File: config.mk
export PLATFORM = sky130hd
export DESIGN_NAME = controlador_coleta
export DESIGN_NICKNAME = d
export VERILOG_FILES = /design/src/rtl/coleta_pkg.sv /design/src/rtl/filtro_botao.sv /design/src/rtl/controlador_coleta.sv
export SDC_FILE = /design/constraint.sdc
export NUM_CORES = 1
export LEC_CHECK = 0
export ABC_AREA = 1
export CAP_MARGIN = 20
export CORE_ASPECT_RATIO = 1.75
export CORE_MARGIN = 3
export CORE_UTILIZATION = 40
export DETAILED_ROUTE_END_ITERATION = 8
export GPL_TIMING_DRIVEN = 0
export PLACE_DENSITY_LB_ADDON = 0.3
export SLEW_MARGIN = 10
export SYNTH_ARGS = -nofsm -noshare
export SYNTH_HDL_FRONTEND = slang
export SYNTH_SLANG_ARGS = --single-unit
File: constraint.sdc
create_clock -name clk -period 1.7 [get_ports clk]
set_clock_uncertainty 0.2 [all_clocks]
set_input_delay 0.425 -clock clk [delete_from_list [all_inputs] [get_ports clk]]
set_output_delay 0.425 -clock clk [all_outputs]
set_load 0.01 [all_outputs]
File: src/rtl/coleta_pkg.sv
// Shared types and constants for the recycling-station collection controller.
package coleta_pkg;

    // Default parameter values
    localparam int DEB_LEN_DEF     = 3;
    localparam int OPEN_CYCLES_DEF = 4;
    localparam int CNT_W_DEF       = 3;

    // Bin categories as seen on the categoria output
    localparam logic CAT_REC  = 1'b0;
    localparam logic CAT_NREC = 1'b1;

    // Deposit sequencer states
    typedef enum logic [1:0] {
        OCIOSO = 2'd0,
        ABRE   = 2'd1,
        FECHA  = 2'd2
    } estado_t;

endpackage

File: src/rtl/filtro_botao.sv
// Button debounce: a press is qualified once DEB_LEN consecutive samples are
// high, and a single-cycle pulse marks the rising edge of that qualification.
module filtro_botao
    import coleta_pkg::*;
#(
    parameter int DEB_LEN = DEB_LEN_DEF
) (
    input  logic clk,
    input  logic reset,
    input  logic bruto_i,
    output logic pulso_o
);

    logic [DEB_LEN-1:0] amostras_q;
    logic               estavel;
    logic               estavel_ant_q;

    // Sample window and previous qualification state; any low sample restarts it
    always_ff @(posedge clk or negedge reset) begin
        if (!reset) begin
            amostras_q    <= '0;
            estavel_ant_q <= 1'b0;
        end else begin
            amostras_q    <= {amostras_q[DEB_LEN-2:0], bruto_i};
            estavel_ant_q <= estavel;
        end
    end

    assign estavel = &amostras_q;
    assign pulso_o = estavel & ~estavel_ant_q;

endmodule

File: src/rtl/controlador_coleta.sv
// Collection-point controller: debounces both category buttons, arbitrates
// deposits, runs the hatch open/close sequence and keeps saturating bin counts.
//
//   state  | meaning
//   -------+--------------------------------------------------------------
//   OCIOSO | idle, hatch closed, waiting for a press to a non-full bin
//   ABRE   | hatch open for OPEN_CYCLES cycles
//   FECHA  | hatch closed for one cycle; served bin counted on exit
module controlador_coleta
    import coleta_pkg::*;
#(
    parameter int DEB_LEN     = DEB_LEN_DEF,
    parameter int OPEN_CYCLES = OPEN_CYCLES_DEF,
    parameter int CNT_W       = CNT_W_DEF
) (
    input  logic             clk,
    input  logic             reset,
    input  logic             botao_rec,
    input  logic             botao_nrec,
    input  logic             esvaziar,
    output logic             porta_aberta,
    output logic             categoria,
    output logic             ocupado,
    output logic             rejeitado,
    output logic [CNT_W-1:0] cont_rec,
    output logic [CNT_W-1:0] cont_nrec,
    output logic             cheio_rec,
    output logic             cheio_nrec
);

    // Open timer counts down from OPEN_CYCLES-1; ABRE ends at terminal count zero
    localparam int               TMR_W    = (OPEN_CYCLES > 1) ? $clog2(OPEN_CYCLES) : 1;
    localparam logic [TMR_W-1:0] TMR_LOAD = TMR_W'(OPEN_CYCLES - 1);

    logic             pulso_rec;
    logic             pulso_nrec;

    estado_t          estado_q, estado_d;
    logic [TMR_W-1:0] tmr_q, tmr_d;
    logic             ultimo_q, ultimo_d;
    logic             cat_q, cat_d;
    logic             rej_q, rej_d;
    logic [CNT_W-1:0] cont_rec_q, cont_rec_d;
    logic [CNT_W-1:0] cont_nrec_q, cont_nrec_d;

    logic             eleg_rec;
    logic             eleg_nrec;
    logic             concede;
    logic             cat_conc;

    filtro_botao #(.DEB_LEN(DEB_LEN)) u_filtro_rec (
        .clk     (clk),
        .reset   (reset),
        .bruto_i (botao_rec),
        .pulso_o (pulso_rec)
    );

    filtro_botao #(.DEB_LEN(DEB_LEN)) u_filtro_nrec (
        .clk     (clk),
        .reset   (reset),
        .bruto_i (botao_nrec),
        .pulso_o (pulso_nrec)
    );

    assign cheio_rec  = &cont_rec_q;
    assign cheio_nrec = &cont_nrec_q;
    assign cont_rec   = cont_rec_q;
    assign cont_nrec  = cont_nrec_q;
    assign categoria  = cat_q;
    assign rejeitado  = rej_q;

    // Arbitration: grant only in idle, round-robin on ties; every ungranted press is dropped
    always_comb begin
        eleg_rec  = pulso_rec & ~cheio_rec;
        eleg_nrec = pulso_nrec & ~cheio_nrec;
        concede   = (estado_q == OCIOSO) & (eleg_rec | eleg_nrec);
        if (eleg_rec & eleg_nrec) begin
            cat_conc = ~ultimo_q;
        end else begin
            cat_conc = eleg_nrec ? CAT_NREC : CAT_REC;
        end
        rej_d = (pulso_rec  & ~(concede & (cat_conc == CAT_REC)))
              | (pulso_nrec & ~(concede & (cat_conc == CAT_NREC)));
    end

    // State register; reset closes the hatch immediately
    always_ff @(posedge clk or negedge reset) begin
        if (!reset) begin
            estado_q <= OCIOSO;
        end else begin
            estado_q <= estado_d;
        end
    end

    // Next-state logic
    always_comb begin
        estado_d = estado_q;
        case (estado_q)
            OCIOSO:  if (concede) estado_d = ABRE;
            ABRE:    if (tmr_q == '0) estado_d = FECHA;
            FECHA:   estado_d = OCIOSO;
            default: estado_d = OCIOSO;
        endcase
    end

    // Hatch and busy outputs decoded from the current state
    always_comb begin
        porta_aberta = 1'b0;
        ocupado      = 1'b0;
        case (estado_q)
            ABRE: begin
                porta_aberta = 1'b1;
                ocupado      = 1'b1;
            end
            FECHA: begin
                ocupado = 1'b1;
            end
            default: begin
                porta_aberta = 1'b0;
                ocupado      = 1'b0;
            end
        endcase
    end

    // Next values for open timer, grant bookkeeping and bin counters
    always_comb begin
        tmr_d = tmr_q;
        if (concede) begin
            tmr_d = TMR_LOAD;
        end else if ((estado_q == ABRE) && (tmr_q != '0)) begin
            tmr_d = tmr_q - 1'b1;
        end

        ultimo_d = concede ? cat_conc : ultimo_q;
        cat_d    = concede ? cat_conc : cat_q;

        cont_rec_d  = cont_rec_q;
        cont_nrec_d = cont_nrec_q;
        if (esvaziar) begin
            cont_rec_d  = '0;
            cont_nrec_d = '0;
        end else if (estado_q == FECHA) begin
            if ((cat_q == CAT_REC) && !cheio_rec) begin
                cont_rec_d = cont_rec_q + 1'b1;
            end
            if ((cat_q == CAT_NREC) && !cheio_nrec) begin
                cont_nrec_d = cont_nrec_q + 1'b1;
            end
        end
    end

    // Datapath registers; last grant resets to nrec so rec wins the first tie
    always_ff @(posedge clk or negedge reset) begin
        if (!reset) begin
            tmr_q       <= '0;
            ultimo_q    <= CAT_NREC;
            cat_q       <= CAT_REC;
            rej_q       <= 1'b0;
            cont_rec_q  <= '0;
            cont_nrec_q <= '0;
        end else begin
            tmr_q       <= tmr_d;
            ultimo_q    <= ultimo_d;
            cat_q       <= cat_d;
            rej_q       <= rej_d;
            cont_rec_q  <= cont_rec_d;
            cont_nrec_q <= cont_nrec_d;
        end
    end

endmodule

# Word level (Yosys, flattened, before mapping)

Cells that the tools add are included.

$add $sub $neg: 3
Eq/ne operators: 4
Muxes and demuxes: 15
Bitwise gates (word level): 21
Reductions and logical operators: 20

Operators with widths:

| operator              | count |
|---|---|
| $mux W3               | 6 |
| $reduce_and A3 Y1     | 4 |
| $and A1 B1 Y1         | 10 |
| $reduce_bool A2 Y1    | 5 |
| $not A1 Y1            | 9 |
| $mux W2               | 4 |
| $add A3 B1 Y3 const B | 2 |
| $reduce_and A2 Y1     | 3 |
| $logic_not A2 Y1      | 2 |
| $mux W1               | 4 |
| $ne A2 B2 Y1 const B  | 2 |
| $pmux W2 S2           | 1 |
| $logic_and A1 B1 Y1   | 3 |
| $eq A2 B1 Y1 const B  | 1 |
| $eq A2 B2 Y1 const B  | 1 |
| $logic_not A1 Y1      | 2 |
| $or A1 B1 Y1          | 2 |
| $reduce_or A2 Y1      | 1 |
| $sub A2 B1 Y2 const B | 1 |

Register bits after elaboration: 21
Input bits: 5
Output and inout port bits: 12
Word-level logic and storage cells: 74

# Depth between registers and ports, before layout

Depth in word-level cells: 10
Mapped depth: 9
Depth with buffers taken out: 9

# By module

Synthesis repeated with hierarchy kept, for this count alone.

Cell total of the unflattened synthesis: 97
Area, all modules: 942.2 um^2

Modules (own cells, without submodules):

| module             | instances | cells an instance | area an instance (um^2) | sequential area each (um^2) |
|---|---|---|---|---|
| controlador_coleta | 1         | 83                | 701.9                   | 326.6 |
| filtro_botao       | 2         | 7                 | 120.1                   | 100.1 |

# Least setup slack after synthesis

OpenSTA, ideal clock, no wires.

Path type: reg2reg
From: register cont_nrec_q[0] (netlist: cont_nrec[0])
To: register rej_q (netlist: rejeitado)
Setup time: 116 ps
Arrival: 1,303 ps
Required time: 1,384 ps
Path slack: 81 ps
Cell stages (with the launch flop): 9
Buffers on the path: 0
Clock period less this slack: 1,619 ps
Cells stage by stage: dfrtp_1 > ha_1 > ha_1 > inv_1 > nand3_2 > clkinv_1 > nand3_1 > nand3_1 > nand2_1

Longest elaborated chain between the ends: 10
Elaborated cells between the ends (all ways): 16
Classes of those cells: mux (2); bitwise (13); reduce/logical (1)

Ends and longest elaborated chain:

| item                                            | line                                               | source |
|---|---|---|
| from (decl)                                     | controlador_coleta.sv:44                           | `logic [CNT_W-1:0] cont_nrec_q, cont_nrec_d;` |
| from (signal assigned)                          | controlador_coleta.sv:167                          | `cont_nrec_q <= cont_nrec_d;` |
| $reduce_and A3 Y1 *                             | controlador_coleta.sv:66                           | `assign cheio_nrec = &cont_nrec_q;` |
| named net cheio_nrec                            | controlador_coleta.sv:28                           | `output logic cheio_nrec` |
| $not A1 Y1 *                                    | controlador_coleta.sv:75                           | `eleg_nrec = pulso_nrec & ~cheio_nrec;` |
| $and A1 B1 Y1 *                                 | controlador_coleta.sv:75                           |  |
| $mux W1 / $and A1 B1 Y1 (equally long branches) | controlador_coleta.sv:80, controlador_coleta.sv:77 |  |
| $mux W1                                         | controlador_coleta.sv:77                           | `if (eleg_rec & eleg_nrec) begin` |
| $not A1 Y1                                      | controlador_coleta.sv:82                           | `rej_d = (pulso_rec & ~(concede & (cat_conc == CAT_REC)))` |
| $and A1 B1 Y1                                   | controlador_coleta.sv:82                           |  |
| $not A1 Y1                                      | controlador_coleta.sv:82                           |  |
| $and A1 B1 Y1                                   | controlador_coleta.sv:82                           |  |
| $or A1 B1 Y1 *                                  | controlador_coleta.sv:83                           | `\| (pulso_nrec & ~(concede & (cat_conc == CAT_NREC)));` |
| named net rej_d                                 | controlador_coleta.sv:42                           | `logic rej_q, rej_d;` |
| to (signal assigned)                            | controlador_coleta.sv:165                          | `rej_q <= rej_d;` |
| to (decl)                                       | controlador_coleta.sv:42                           |  |

Mark *: on every way through the listed nets, which the timed path passes. The rest lies on a longest branch.
A chain may end at the register's enable or synchronous reset.

# Final worst setup path

From: register cont_nrec_q[0] (netlist: cont_nrec[0])
To: output cheio_nrec

Longest elaborated chain between the ends: 1

Ends and longest elaborated chain:

| item              | line |
|---|---|
| $reduce_and A3 Y1 | controlador_coleta.sv:66 |
| to (decl)         | controlador_coleta.sv:28 |

No other way between the ends.

==> metrics.cfg <==
[floorplan]
fp.dieArea_sq_um=3060
die_h_um=71.0
die_width_um=43.1
fp.coreArea_sq_um=2200
io_pins=17
rows=22
initial_utilization=0.438

[global_route]
grt_max_degree=22
grt_pass1_vias=739
antenna_found_initial=0
grt_pass1_wl_um=3020
grt_usage=0.131
gr-total-overflow=0

[placement]
hpwl_um=1230
gp_congestion=0.740
placed_cell_area_sq_um=1150
portBuffers=16

[detailed_routing]
ant_nets=0
drtPass1Iterations=4
wire_per_inst_um=11.5
vias=711
viasPerCell=4.77
drcViolationCount=0
drtIter0Drc=13
drt_wl_total_um=1710

[synth]
synth-seq-cells=21
synth_top_area_cell=dfrtp_1
avgSynthCellArea_sq_um=9.95
synth_top_area_frac=0.519
synth-seq-area-share=0.546
yosysWarnings=0
synthCells=97
synth_area_leaders=dfrtp_1 (52%), ha_1 (10%), nand2_1 (7.0%)
synth_area_sq_um=965
synth_cell_types=20
syn_nets=110

[sta]
finalMaxSlewViolations=0
hold_viol=0
setup_violations=4
slew_headroom=0.394
rsz0062_at_grt=true
max_freq_ghz=0.551
period_minus_slack_ns=1.81
finalCritPeriodShare=1.07
timing.hold.ws_ns=0.188
worst_slew_pin_slew_ns=0.906
layout_setup_ws_ns=-0.113

[worst_setup_path]
crit_end=cheio_nrec
crit_arrival_ns=1.19
cp-startpoint=cont_nrec[0]$_DFFE_PN0P_
cp_max_fo=2
regToRegSetupSlack_ns=0.08
required_ns=1.07
r2r_cells=6
crit_type=register to output port
r2r-end=tmr_q[1]$_DFFE_PN0P_
critPathCaptureType=output port
reg2reg_from=estado_q[0]$_DFFE_PN0P_
cp-start-kind=register

[layout]
syn2layout_area_growth_pct=35.1
final_layout_size_suffix_gt1_frac=0.312
fin_area_sq_um=1300
diodes=0
nets=139

[clock_tree]
cts_tree=yes
ctsHoldBuffers=0
cts_made_buffers=3
clk_path_buf_depth=2
clkTransAtPathRegs_ns=0.11
h-tree-depth=1
clock-sinks=21
cts_root_buf=clkbuf_4
clk_latency_ns=0.31

[pwr]
power_density_nw_per_um2=1150
ir_drop_mv=0.740
p_leak_nw=0.680

[outcome]
status=finished with violations
violations=negative setup slack

[run]
max_cap_viol_count=0

[worst_hold_path]
hp-class=register to register

## metal layers
metal / wire, um / track usage / vias to the layer above / part of all wire
met5: 0 / 0 / - / 0
li1: - / - / 358 / -
met4: 53 / 0.0906 / 0 / 0.031
met1: 696 / 0.137 / 337 / 0.41
met2: 906 / 0.231 / 12 / 0.53
met3: 57 / 0.0178 / 4 / 0.033
## metrics by stage
step / TNS, ns / cells / worst slack [ns] / utilization / total power, mW
2_1_floorplan: 0 / 97 / 0.0805 / - / 0.947
3_3_place_gp: -2.16 / 137 / -0.187 / 0.524 / 1.11
3_5_place_dp: -2.45 / 137 / -0.216 / 0.524 / 1.13
4_1_cts: -0.342 / 147 / -0.120 / 0.576 / 1.47
5_1_grt: -0.499 / 149 / -0.149 / 0.592 / 1.62
6_report: -0.335 / 149 / -0.113 / 0.592 / 1.50
## registers in the layout, summed over array words and instances, names as in the netlist
signal / cells
ultimo_q: 1
u_filtro_rec.estavel_ant_q: 1
u_filtro_rec.amostras_q: 3
categoria: 1
estado_q: 2
rejeitado: 1
u_filtro_nrec.amostras_q: 3
u_filtro_nrec.estavel_ant_q: 1
cont_nrec: 3
tmr_q: 2
cont_rec: 3
## cell type report
| type | instances | area [sq um] |
|---|---|---|
| sequential | 21 | 527 |
| fill | 191 | 898 |
| clock buffer | 3 | 22.5 |
| tap | 24 | 30.0 |
| clock inverter | 1 | 5.00 |
| inverter | 17 | 65.1 |
| timing repair buffer | 24 | 211 |
| multi-input combinational | 59 | 443 |
## cell usage after synthesis, drive strengths merged
cell / count
a21oi: 2
clkinv: 2
dfrtp: 20
dfstp: 1
ha: 8
inv: 15
mux2: 1
nand2: 22
nand3: 11
nand4: 1
nor2: 8
nor3: 1
o21ai: 3
xor2: 2
## how the worst min path moves through the flow
stage                     depth (start not counted)                               endpoint  slack [ns]                             startpoint
final                                             0  u_filtro_nrec.amostras_q[2]$_DFF_PN0_        0.19  u_filtro_nrec.amostras_q[1]$_DFF_PN0_
after global placement                            0  u_filtro_nrec.amostras_q[2]$_DFF_PN0_        0.16  u_filtro_nrec.amostras_q[1]$_DFF_PN0_
after global routing                              0  u_filtro_nrec.amostras_q[2]$_DFF_PN0_        0.21  u_filtro_nrec.amostras_q[1]$_DFF_PN0_
after CTS                                         0  u_filtro_nrec.amostras_q[2]$_DFF_PN0_        0.19  u_filtro_nrec.amostras_q[1]$_DFF_PN0_
after floorplan                                   0                  categoria$_DFFE_PN0P_       -0.07                                  reset
after detailed placement                          0  u_filtro_nrec.amostras_q[2]$_DFF_PN0_        0.16  u_filtro_nrec.amostras_q[1]$_DFF_PN0_
## worst max-delay path: stages, from the launching register on
cell	delay, ns
dfrtp_1	0.41
ha_2	0.20
ha_4	0.16
buf_6	0.11
## where the power goes
group	internal (mW)	switching (mW)	total (mW)
clock	0.0880	0.151	0.239
combinational	0.314	0.303	0.616
sequential	0.593	0.0521	0.645
total	0.995	0.506	1.50
## layout by cell type (no fill, tap or decap), types with 3 or more instances in the layout
cell type and count:
inv_1 12, buf_4 7, nand3_2 3, ha_4 5, nand3_1 8, nor2_1 6
nand2_1 18, dlygate4sd2_1 6, clkbuf_4 3, clkdlybuf4s50_1 4, inv_2 3, nand2_2 3
o21ai_0 3, dfrtp_1 20, buf_6 5
## cells by family (layout without fill, tap and decap cells)
kind of cell	count (synthesis)	count (layout)	share of synthesized area
AND/OR/NAND/NOR	43	43	0.227
buffers and inverters	17	45	0.0674
XOR/XNOR	2	2	0.0182
adder cells (fa/ha/maj)	8	8	0.104
AO/OA/AOI/OAI	5	5	0.0259
multiplexers	1	1	0.0117
flip-flops	21	21	0.546
## timing repair
action | 4_1_cts | 5_1_grt
endpoints found under the setup margin | 12 | 10
resized for setup | 43 | 4
hold endpoints to repair | 0 | 0
pin swaps | 1 | 0
setup buffers | 6 | 2
Power figures use the tool's default switching activity.
==> RTL change 1, RTL diff (config.mk and constraints unchanged) <==
Encoding of `estado_t`: now one-hot (3 bits for 3 values).
--- a/src/rtl/coleta_pkg.sv
+++ b/src/rtl/coleta_pkg.sv
@@ -11,10 +11,10 @@
     localparam logic CAT_NREC = 1'b1;
 
     // Deposit sequencer states
-    typedef enum logic [1:0] {
-        OCIOSO = 2'd0,
-        ABRE   = 2'd1,
-        FECHA  = 2'd2
+    typedef enum logic [2:0] {
+        OCIOSO = 3'b001,
+        ABRE   = 3'b010,
+        FECHA  = 3'b100
     } estado_t;
 
 endpackage
Function: no difference found for any inputs over 10 cycles, from zero or initial values and one cycle with reset low; not proved beyond that.
==> RTL change 1 against the unedited design <==
- the run still ends with setup timing left
- setup slack got worse by 0.020 ns
- area after synthesis decreased by 2.9%
- final cell count unchanged
- core utilization decreased by 2.0 points
- cell area decreased by 4.5%
- wire length increased by 5.0%
- sequential cell count increased by 1
- count of clock-buffer cells in the layout unchanged
- register-to-register slack improved by 0.02 ns
- critical path type unchanged
- largest cell class unchanged
Power is not compared: it rests on default switching activity, and its combinational part moved more than twofold at a synthesized area within 25%.
==> RTL change 1: results <==
{
  "drt_wl_total_um": 1800,
  "synth.distinct_cells": 16,
  "multiInputCombCellCount": 58,
  "post-dp-hpwl_um": 1240,
  "synth-compound-area-share_pct": 2.67,
  "globalRouteMet2Util_pct": 24.3,
  "synthXorXnorAreaFrac_pct": 1.87,
  "worstHoldStart": "u_filtro_rec.amostras_q[0]",
  "buf_share_pct": 15.9,
  "avgSynthCellArea_um2": 9.66,
  "fin_util_pct": 57.2,
  "wl_met3_um": 84,
  "synth_mux_area_share_pct": 0,
  "dpl-instance-area_mm2": 0.00113,
  "grt_pass1_vias": 801,
  "setup_violations": 4,
  "crit_slowest_cell": "dfstp_2",
  "worst_slack_ns": -0.133,
  "cts_resized": 37,
  "wl_met2_um": 1040,
  "use_met1_pct": 14.0,
  "violations": "setup timing",
  "wl_per_cell_um": 12.1,
  "buffers": 25,
  "setup-tns-final_ns": -0.376,
  "totalPowerFinal_uw": 974,
  "status": "complete, but fails checks",
  "slew_headroom_pct": 36.2
}
==> RTL change 1: cell count changes after synthesis, moves of 2 or more <==
cell      change
nand2_1       +8
a21oi_1       +3
ha_1          -3
inv_1         -3
nand2_2       -3
o21ai_0       -3
clkinv_1      +2
inv_2         +2
nor2_1        -2
nor2_4        -2
nor3_2        +2
==> RTL change 1: how the worst max path moves through the flow <==
stage / to / from / cells after the start / slack (ns)
global route: ocupado / estado_q[2] / 4 / -0.23
CTS: ocupado / estado_q[0] / 4 / -0.13
global placement: ocupado / estado_q[2] / 4 / -0.33
detailed placement: ocupado / estado_q[2] / 4 / -0.35
finish: ocupado / estado_q[0] / 4 / -0.13
floorplan: categoria / cont_nrec[0] / 8 / 0.04
==> RTL change 1: cell families (layout without fill, tap and decap cells) <==
group                    after synthesis  count (layout)
AO/OA/AOI/OAI                          5               5
XOR/XNOR                               2               2
adder cells (fa/ha/maj)                5               5
buffers and inverters                 17              45
flip-flops                            22              22
AND/OR/NAND/NOR                       46              46
==> RTL change 2, RTL diff (same flow settings) <==
Without the edit above. Set the package constant `OPEN_CYCLES_DEF` to 2 (it was 4).
--- a/src/rtl/coleta_pkg.sv
+++ b/src/rtl/coleta_pkg.sv
@@ -3,7 +3,7 @@
 
     // Default parameter values
     localparam int DEB_LEN_DEF     = 3;
-    localparam int OPEN_CYCLES_DEF = 4;
+    localparam int OPEN_CYCLES_DEF = 2;
     localparam int CNT_W_DEF       = 3;
 
     // Bin categories as seen on the categoria output
Behaviour: not the same (a bounded check fails within 10 cycles, from zero or initial values and one cycle with reset low).
==> RTL change 2 against the unedited design <==
- power decreased by 3.8%
- critical endpoint is now cheio_rec
- sequential share of layout area rose by 0.52 points
- wire length is 3.6% lower
- cell area shrank 5.9%
- clock power is 4% lower
- sequential cell count is 1 lower
- the flow still finishes with violations (setup timing)
- setup slack better by 0.0043 ns
- via count shrank 5.3%
- area after synthesis down 8.2%
==> RTL change 2: results <==
{
  "drt-initial-drc-count": 4,
  "violations": "setup timing",
  "synth_area_leaders": "dfrtp_1 (54%), ha_1 (9.9%), nand2_1 (7.6%)",
  "r2r-end": "categoria",
  "path_clk_slew_ns": 0.10,
  "drt_wl_total_um": 1650,
  "ys_warn_count": 0,
  "p_leak_uw": 0.000603,
  "fillCellCount": 187,
  "status": "complete, but fails checks",
  "final_layout_size_suffix_gt1_share_pct": 32.7,
  "setup_violations": 4,
  "synth.net_count": 99,
  "synth_seq_area_share_pct": 56.6,
  "post-dp-hpwl_um": 1170,
  "grt_pass1_wl_um": 2930,
  "htreeDepth": 1,
  "reg2reg_depth": 6,
  "cp_max_fo": 3,
  "irDropWorstVdd_mv": 0.941,
  "avgSynthCellArea_um2": 10.2,
  "r2r-start": "cont_rec[1]",
  "synth_flop_cell": "dfrtp_1",
  "worst_slack_ns": -0.109,
  "synth_commonest_cells": "dfrtp_1 (19), nand2_1 (18), inv_1 (12)",
  "slew_headroom_pct": 42.2,
  "hold_path_end": "u_filtro_nrec.amostras_q[1]",
  "vias": 673,
  "dp.cells": 126,
  "gp_congestion": 0.776,
  "dr.pass1.iters": 3,
  "grt.total_usage_pct": 13.6,
  "grt_pass1_vias": 677,
  "grt_max_degree": 21,
  "wl_per_cell_um": 12.1,
  "hold_ws_ns": 0.189,
  "worstHoldStart": "u_filtro_nrec.amostras_q[0]"
}
RTL change 2: cell types whose count changed in the layout (fill, tap and decap cells not counted), sizes merged, moves of 2 or more:
cell | unedited run | this run
dlygate4sd2 | 6 | 3
clkbuf | 4 | 6
buf | 13 | 11
clkdlybuf4s15 | 0 | 2
clkinv | 3 | 0
nand3 | 11 | 9
nor2 | 8 | 6
nand2 | 22 | 19
RTL change 2: worst max-delay path by stage:
| stage | startpoint | end | slack [ns] | depth (start not counted) |
|---|---|---|---|---|
| 2_1_floorplan | cont_nrec[0] | rejeitado | 0.07 | 8 |
| 3_3_place_gp | cont_nrec[0] | cheio_nrec | -0.19 | 3 |
| 3_5_place_dp | cont_nrec[0] | cheio_nrec | -0.21 | 3 |
| 4_1_cts | cont_rec[1] | cheio_rec | -0.12 | 3 |
| 5_1_grt | cont_rec[1] | cheio_rec | -0.16 | 3 |
| 6_report | cont_rec[1] | cheio_rec | -0.11 | 3 |
RTL change 2: repair_timing:
| action | CTS | global route |
|---|---|---|
| gates resized for setup | 42 | 14 |
| setup endpoints to repair | 14 | 14 |
| buffers inserted | 5 | 1 |
| pin swaps | 0 | 6 |
RTL change 2: critical path, cell delays in order, from the launching register on:
cell	delay (ns)
dfrtp_1	0.42
ha_2	0.21
ha_4	0.16
buf_6	0.11
RTL change 2: area by class of cell:
cell class | instances | area share, %
multi-input cells | 53 | 34.4
well taps | 23 | 2.35
repair buffers | 22 | 15.9
inverters | 14 | 4.29
flip-flops and latches | 20 | 40.9
clock buffers | 4 | 2.14
RTL change 2: through the flow:
step | setup TNS (ns) | setup WS [ns] | instance area, µm²
2_1_floorplan | 0 | 0.0747 | 886
3_3_place_gp | -1.62 | -0.191 | 1070
3_5_place_dp | -1.77 | -0.214 | 1070
4_1_cts | -0.330 | -0.122 | 1180
5_1_grt | -0.620 | -0.159 | 1230
6_report | -0.292 | -0.109 | 1230
RTL change 2: cells by family (layout without fill, tap and decap cells):
kind of cell    after synthesis  after routing  synth area share (%)
simple gates                 37             37                  20.6
flops                        20             20                  56.6
buf+inv                      14             40                  5.93
fa+ha+maj                     7              7                  9.89
compound gates                7              7                  4.94
xor+xnor                      2              2                  1.98
RTL change 2: report_power, final:
group	total (µW)	internal (µW)	switching (µW)	leakage, µW
clock	230	91.4	138	0.0000150
sequential	616	564	52.0	0.000255
combinational	598	310	288	0.000333
total	1440	966	478	0.000603
RTL change 2: per-layer routing:
metal / wire length, µm / GRT usage, %
met1: 636 / 13.5
met3: 79 / 2.37
met2: 881 / 25.4
met5: 0 / 0
met4: 53 / 9.64
